### src/rtl/hazard_control_unit.sv
// rtl/hazard_control_unit.sv - pipeline stall/flush sequencing for the 5-stage MIPS datapath
module hazard_control_unit #(
  parameter int MULDIV_LATENCY = 4,
  parameter int STALL_CNT_W    = 16
) (
  input  logic                   Clk,
  input  logic                   Reset,
  input  logic [4:0]             IFID_Rs,
  input  logic [4:0]             IFID_Rt,
  input  logic                   IFID_UsesRs,
  input  logic                   IFID_UsesRt,
  input  logic                   IFID_IsMulDiv,
  input  logic                   IFID_ReadsHiLo,
  input  logic                   IDEX_MemRead,
  input  logic [4:0]             IDEX_Rt,
  input  logic                   MEM_PCSrc,
  output logic                   PCWrite,
  output logic                   IFID_Write,
  output logic                   IFID_Flush,
  output logic                   IDEX_Flush,
  output logic                   EXMEM_Flush,
  output logic                   HiLoBusy,
  output logic                   MulDivAbort,
  output logic [STALL_CNT_W-1:0] StallCycles
);

  localparam logic [3:0] MdReload = 4'(MULDIV_LATENCY - 1);
  localparam logic [STALL_CNT_W-1:0] StallMax = {STALL_CNT_W{1'b1}};
  localparam logic [STALL_CNT_W-1:0] StallOne = {{(STALL_CNT_W-1){1'b0}}, 1'b1};

  logic [3:0] mdCnt;
  logic       mdYoung;
  logic       loadUse;
  logic       hiLoHaz;
  logic       stall;
  logic       issue;

  assign loadUse = IDEX_MemRead && (IDEX_Rt != 5'd0) &&
                   ((IFID_UsesRs && (IFID_Rs == IDEX_Rt)) ||
                    (IFID_UsesRt && (IFID_Rt == IDEX_Rt)));
  assign hiLoHaz = (mdCnt != 4'd0) && (IFID_ReadsHiLo || IFID_IsMulDiv);
  assign stall   = loadUse || hiLoHaz;
  assign issue   = IFID_IsMulDiv && !MEM_PCSrc && !stall;

  always_comb begin
    PCWrite     = 1'b1;
    IFID_Write  = 1'b1;
    IFID_Flush  = 1'b0;
    IDEX_Flush  = 1'b0;
    EXMEM_Flush = 1'b0;
    MulDivAbort = 1'b0;
    HiLoBusy    = Reset && (mdCnt != 4'd0);
    if (!Reset) begin
      PCWrite     = 1'b0;
      IFID_Write  = 1'b0;
      IFID_Flush  = 1'b1;
      IDEX_Flush  = 1'b1;
      EXMEM_Flush = 1'b1;
    end else if (MEM_PCSrc) begin
      // Branch outranks stalls; a mul/div that entered EX last edge is on the wrong path.
      IFID_Flush  = 1'b1;
      IDEX_Flush  = 1'b1;
      EXMEM_Flush = 1'b1;
      MulDivAbort = mdYoung;
    end else if (stall) begin
      PCWrite    = 1'b0;
      IFID_Write = 1'b0;
      IDEX_Flush = 1'b1;
    end
  end

  always_ff @(posedge Clk or negedge Reset) begin
    if (!Reset) begin
      mdCnt       <= 4'd0;
      mdYoung     <= 1'b0;
      StallCycles <= '0;
    end else begin
      if (MEM_PCSrc && mdYoung) begin
        mdCnt   <= 4'd0;
        mdYoung <= 1'b0;
      end else if (issue) begin
        mdCnt   <= MdReload;
        mdYoung <= 1'b1;
      end else begin
        mdCnt   <= (mdCnt != 4'd0) ? mdCnt - 4'd1 : 4'd0;
        mdYoung <= 1'b0;
      end
      if (!MEM_PCSrc && stall && (StallCycles != StallMax))
        StallCycles <= StallCycles + StallOne;
    end
  end

endmodule

### config.mk
export PLATFORM = sky130hd
export DESIGN_NAME = hazard_control_unit
export DESIGN_NICKNAME = d
export VERILOG_FILES = /design/src/rtl/hazard_control_unit.sv
export SDC_FILE = /design/constraint.sdc
export NUM_CORES = 1
export LEC_CHECK = 0
export CORE_MARGIN = 5
export CORE_UTILIZATION = 44
export CTS_BUF_LIST = sky130_fd_sc_hd__clkbuf_4 sky130_fd_sc_hd__clkbuf_8 sky130_fd_sc_hd__clkbuf_16
export DETAILED_ROUTE_END_ITERATION = 8
export PLACE_DENSITY = 0.87
export SLEW_MARGIN = 5
export SYNTH_ARGS = -nofsm -noshare
export SYNTH_HDL_FRONTEND = slang
export SYNTH_SLANG_ARGS = --single-unit
### constraint.sdc
create_clock -name Clk -period 4.4 [get_ports Clk]
set_input_delay 1.32 -clock Clk [delete_from_list [all_inputs] [get_ports Clk]]
set_output_delay 1.32 -clock Clk [all_outputs]
set_load 0.01 [all_outputs]
==> flow_metrics.tcl, run 1 <==
set metrics [dict create \
    status "finished, final reports clean" \
    ant_nets 0 \
    synth_top_family_by_area "simple AND/OR/NAND/NOR gates" \
    start_util_pct 45.78 \
    finalInstanceArea_um2 1869 \
    portBuffers 45 \
    max_cap_violations 0 \
    syn_nets 151 \
    multi_input_area_um2 744.5 \
    layout-drive-gt1-share_pct 17.58 \
    reg2reg_from "StallCycles[3]" \
    period_share_pct 98.01 \
    dr.pass1.iters 4 \
    crit_end "IDEX_Flush" \
    wirelength_um 3535 \
    worstPathArrival_ps 2990 \
    finalPower_uw 583.4 \
    clock-sinks 21 \
    holdWs_ps 511.4 \
    yosysWarningCount 0 \
    max_stage_delay_ps 470 \
    reg2reg_depth 5 \
    dieArea_um2 4041 \
    startpoint "IFID_Rt[0]" \
    r2r_setup_slack_ps 2360 \
    fin_worst_skew_ps 4.273 \
    synth-compound-area-share_pct 9.316 \
    syn_to_final_growth_pct 48.07 \
    track_usage_pct 17.78 \
    ys_seq_elements 21 \
    synth-main-ff-cell "dfrtp_1" \
    r2r-end "StallCycles[15]" \
    place_inst 205 \
    worstSetupEndpointType "output pin" \
    grt_pass1_wl_um 5830 \
    pwr-share-clk_pct 15.8 \
    placed_area_um2 1775 \
    via_per_inst 5.601 \
    seq_area_frac_synth_pct 41.63 \
    insertedDiodeCount 0 \
    post-synth-top-count-cell "dfrtp_1" \
    grt_pass1_vias 1236 \
    setup_tns_ps 0 \
    p_int_uw 380.0 \
    dp_worst_setup_slack_ps -312.3 \
    die_h_um 63.57 \
    required_ps 3080 \
    finish.utilization_pct 67.79 \
    cpMaxStageDelayCell "clkdlybuf4s50_1" \
    gp_congestion 0.8940 \
    ios 46 \
    max_slew_margin_pct 76.34 \
    path_clk_slew_ps 110 \
    clk_latency_ps 310 \
    antenna_found_initial 0 \
    routedWlPerCell_um 16.60 \
    cp_max_fo 2 \
    synthTopCellsByCount "dfrtp_1 (21), xor2_1 (13), nor2_1 (10), xnor2_1 (10), nand2_1 (8)" \
    synthArstFlopShare_pct 100.0 \
    syn_avg_cell_area_um2 9.941 \
    cp_cell_sequence "clkdlybuf4s50_1 > xor2_1 > nor4_2 > a32oi_1 > o21ai_1 > or2_2 > clkdlybuf4s15_2" \
    nets 207 \
    worstMarginPinSlew_ps 352.2 \
    grt_use_met1_pct 21.26 \
    yosysTopAreaCellShare_pct 41.63 \
    start_kind "input port" \
    route.detailed.drc 0 \
    finalHoldViolations 0 \
    cts_tree "yes" \
    fmax_mhz 231.9 \
    synthSimpleGateAreaFrac_pct 28.94 \
    clockBufferDepth 2 \
    drt_iter0_drc 30 \
    grt_max_degree 20 \
    fillers 214 \
    ys_top_cells_by_area "dfrtp_1 (42%), xor2_1 (9.0%), xnor2_1 (6.9%)" \
    row_count 19 \
    holdCritPathClass "reg -> reg" \
    synthCells 127 \
    place_hpwl_um 2650 \
    syn_area_um2 1262 \
    switchingPower_uw 203.4 \
    grt-ovfl-total 0 \
    seqCellArea_um2 525.5 \
    irDropWorstVdd_mv 0.3279 \
    fin_crit_ps 4312 \
    p_leak_nw 0.7953 \
    swShare_pct 34.87 \
    vias 1193 \
    setup_viol 0 \
    stdcell_count 213 \
    core_um2 2758 \
    critical_path_class "in -> out" \
    synth-edff-count 0 \
    power_density_nw_per_um2 312.1 \
    p_comb_share_pct 38.7 \
    synth_fa_ha_area_share_pct 0.9911 \
    grt_use_met3_pct 4.085 \
    ys_types 42 \
    fin_ws_ps 87.52 \
    synth-xor-area-share_pct 15.96 \
    root_buffer "clkbuf_4" \
    cts_buffers 3 \
    yosys.area.top_type "dfrtp_1" \
    grt-busiest-layer "met2" \
    htree_num_levels 1 \
    grtUsageMet2_pct 31.22 \
    die_w_um 63.57 \
    muxShareOfSynthArea_pct 0.8920 \
    power_frac_seq_pct 45.5 \
    drv_slew 0 \
]
==> logic make-up after synthesis <==
logic type               after synthesis
AO/OA/AOI/OAI                         17
XOR/XNOR                              23
adder cells (fa/ha/maj)                1
buffers and inverters                  5
flip-flops                            21
multiplexers                           1
AND/OR/NAND/NOR                       59
==> sequential cells by signal (all words and copies together), names as in the netlist <==
signal	flops
mdCnt	4
StallCycles	16
mdYoung	1
==> final cells by class <==
| cell class | instances | share of cell area (%) |
|---|---|---|
| multi-input combinational | 101 | 39.83 |
| timing repair buffer | 56 | 28.51 |
| sequential | 21 | 28.11 |
| tap | 31 | 2.075 |
| clock buffer | 3 | 1.205 |
| clock inverter | 1 | 0.2677 |
==> cell usage in the layout, fill, tap and decap left out, types with 3 or more instances in the layout <==
master | netlist | layout
and3_1 | 3 | 3
buf_4 | 2 | 10
clkbuf_4 | 0 | 3
clkdlybuf4s50_1 | 0 | 37
dfrtp_1 | 21 | 21
dlymetal6s2s_1 | 0 | 3
nand2_1 | 8 | 8
nand3_1 | 6 | 6
nand4_1 | 5 | 5
nor2_1 | 10 | 10
nor3_1 | 6 | 6
nor4_1 | 4 | 3
o21a_1 | 3 | 3
o21ai_0 | 3 | 3
xnor2_1 | 10 | 10
xor2_1 | 13 | 11
==> layer usage <==
metal  vias to the layer above  wire length [um]
li1                        575                 -
met1                       565              1478
met2                        51              1773
met3                         2               256
met4                         0                26
met5                         -                 0
==> worst max-delay path: cells and delay by family <==
family	cells	cell delay, ps
buffers and inverters	2	700
and+or+nand+nor	2	370
AOI/OAI and AO/OA	2	370
xor gates and xnor gates	1	230
==> power by group through the flow <==
stage               registers [mW]  clock network [mW]  logic [mW]
floorplan                    0.271                   0      0.0900
global placement             0.266                   0       0.208
detailed placement           0.268                   0       0.214
CTS                          0.265              0.0950       0.221
global route                 0.274               0.104       0.243
finish                       0.266              0.0919       0.226
==> what timing repair did <==
| action | in CTS | in global routing |
|---|---|---|
| endpoints found under the setup margin | 3 | 3 |
| gates cloned | 0 | 0 |
| buffers inserted | 3 | 1 |
| hold buffers | 0 | 0 |
| pin swaps | 6 | 4 |
| gates resized for setup | 16 | 7 |
==> how the worst min path moves through the flow <==
stage | startpoint | to | slack [ps] | depth (start not counted)
CTS | StallCycles[8] | StallCycles[8] | 510 | 1
global route | StallCycles[8] | StallCycles[8] | 540 | 1
detailed placement | StallCycles[8] | StallCycles[8] | 490 | 1
global placement | StallCycles[8] | StallCycles[8] | 480 | 1
finish | StallCycles[8] | StallCycles[8] | 510 | 1
floorplan | mdYoung | mdCnt[1] | 480 | 1
Power figures use the tool's default switching activity.
==> run 2: changes to the inputs <==
- CORE_MARGIN: 5 -> 2
- TNS_END_PERCENT: unset -> 5
==> run 2 against run 1 <==
Net effect: fmax shrank 0.65%; sequential share of layout area increased by 0.40 points; first-iteration DRC count is 13% higher; global-route usage is 4.9 points higher; cell count down 0.94%; core utilization is 0.37 points lower; wire length increased by 1.3%; sequential power about the same; critical path type unchanged; largest power group unchanged; power about the same; cell area fell by 1.4%; highest routed layer unchanged.
==> flow_metrics.tcl, run 2 (synthesized netlist as in run 1, its figures left out) <==
set metrics [dict create \
    antenna_found_initial 0 \
    portBuffers 45 \
    place_inst 206 \
    fin_crit_ps 4341 \
    fillers 235 \
    required_ps 3080 \
    multi_input_area_um2 725.7 \
    finalPower_uw 583.2 \
    vias 1224 \
    clock-sinks 21 \
    max_cap_violations 0 \
    final_common_cell "clkdlybuf4s50_1" \
    core_um2 2734 \
    status "finished, final reports clean" \
    clk_latency_ps 310 \
    drt_iter0_drc 34 \
    cp_max_fo 2 \
    grt_max_degree 20 \
    die_w_um 57.57 \
    fin_worst_skew_ps 2.373 \
    row_count 19 \
    holdCritPathClass "reg -> reg" \
    p_leak_nw 0.7782 \
    insertedDiodeCount 0 \
    root_buffer "clkbuf_4" \
    stdcell_count 211 \
    fmax_mhz 230.4 \
    place_hpwl_um 2672 \
    cts_buffers 3 \
    period_share_pct 98.65 \
    wirelength_um 3581 \
    largest_reg_flops 16 \
    dr.pass1.iters 4 \
    ios 46 \
    drv_slew 0 \
    worstMarginPinSlew_ps 364.2 \
    layout-drive-gt1-share_pct 14.44 \
    irDropWorstVdd_mv 0.2960 \
    start_util_pct 46.18 \
    grt_pass1_wl_um 5913 \
    path_clk_slew_ps 110 \
    setup_tns_ps 0 \
    gp_congestion 0.8622 \
    worstSetupEndpointType "output pin" \
    route.detailed.drc 0 \
    critical_path_class "in -> out" \
    power_density_nw_per_um2 316.4 \
    cp_cell_sequence "clkdlybuf4s50_1 > xor2_1 > nor4_2 > a32oi_1 > buf_4 > o21ai_1 > or2_2 > buf_2" \
    track_usage_pct 22.70 \
    max_stage_delay_ps 470 \
    dieArea_um2 3314 \
    largestRegisters "StallCycles x16, mdCnt x4, mdYoung x1" \
    finalHoldViolations 0 \
    worstPathArrival_ps 3020 \
    clockBufferDepth 2 \
    via_per_inst 5.801 \
    max_slew_margin_pct 75.53 \
    nets 205 \
    cts_tree "yes" \
    layout_common_cells "clkdlybuf4s50_1 (38), dfrtp_1 (21), xor2_1 (12)" \
    cpMaxStageDelayCell "clkdlybuf4s50_1" \
    htree_num_levels 1 \
    start_kind "input port" \
    grt-ovfl-total 0 \
    setup_viol 0 \
    routedWlPerCell_um 16.97 \
    seqCellArea_um2 525.5 \
    ant_nets 0 \
    die_h_um 57.57 \
    grt_pass1_vias 1273 \
    largest-register "StallCycles" \
    syn_to_final_growth_pct 45.99 \
]
[run 2: path summary, 6_finish.rpt]
kind / startpoint / to / slack, ps / cells past startpoint
worst max-delay path: IFID_Rt[0] / IDEX_Flush / 60 / 8
worst min-delay path: StallCycles[8] / StallCycles[8] / 520 / 1
worst max register to register: StallCycles[3] / StallCycles[15] / 2300 / 5
worst min register to register: StallCycles[8] / StallCycles[8] / 520 / 1
max in group asynchronous: Reset / StallCycles[2] / 2850 / 2
min in group asynchronous: Reset / StallCycles[1] / 1390 / 2
[run 2: critical path: cells and delay by family]
kind	cells	cell delay, ps
buffers and inverters	3	750
AND/OR/NAND/NOR	2	400
AO/OA/AOI/OAI	2	310
XOR/XNOR	1	240
[run 2: cell type report]
| cell class | count | area share (%) |
|---|---|---|
| timing repair buffer | 54 | 28.38 |
| sequential | 21 | 28.51 |
| clock buffer | 4 | 1.629 |
| multi-input combinational | 101 | 39.38 |
| tap | 31 | 2.105 |
[run 2: what timing repair did]
item,in CTS,in global routing
endpoints found under the setup margin,3,3
pin swaps,2,3
gates cloned,0,0
hold buffers,0,0
buffers inserted,1,0
gates resized for setup,8,8
[run 2: power breakdown]
group	internal (mW)	switching, mW	total (mW)	leakage, nW
sequential	0.221	0.0464	0.267	0.282
clock	0.0416	0.0588	0.100	0.0184
combinational	0.117	0.0984	0.216	0.478
total	0.380	0.204	0.583	0.778
[run 2: routing by layer]
layer | share of wire [%] | vias up | track usage [%]
li1 | - | 571 | -
met1 | 39 | 582 | 25.98
met2 | 52 | 64 | 42.86
met3 | 8.7 | 7 | 4.082
met4 | 1.2 | 0 | 5.980
met5 | 0 | - | 0
[run 2: through the flow]
stage	utilization (%)	setup WS (ps)	hold WS [ps]	area (um^2)
6_report	67.41	59.38	517.8	1843
5_1_grt	67.41	-10.60	550.6	1843
4_1_cts	66.41	-26.20	516.8	1815
3_5_place_dp	65.22	-324.1	489.9	1783
3_3_place_gp	65.22	-334.2	479.2	1783
2_1_floorplan	-	453.2	476.3	1262
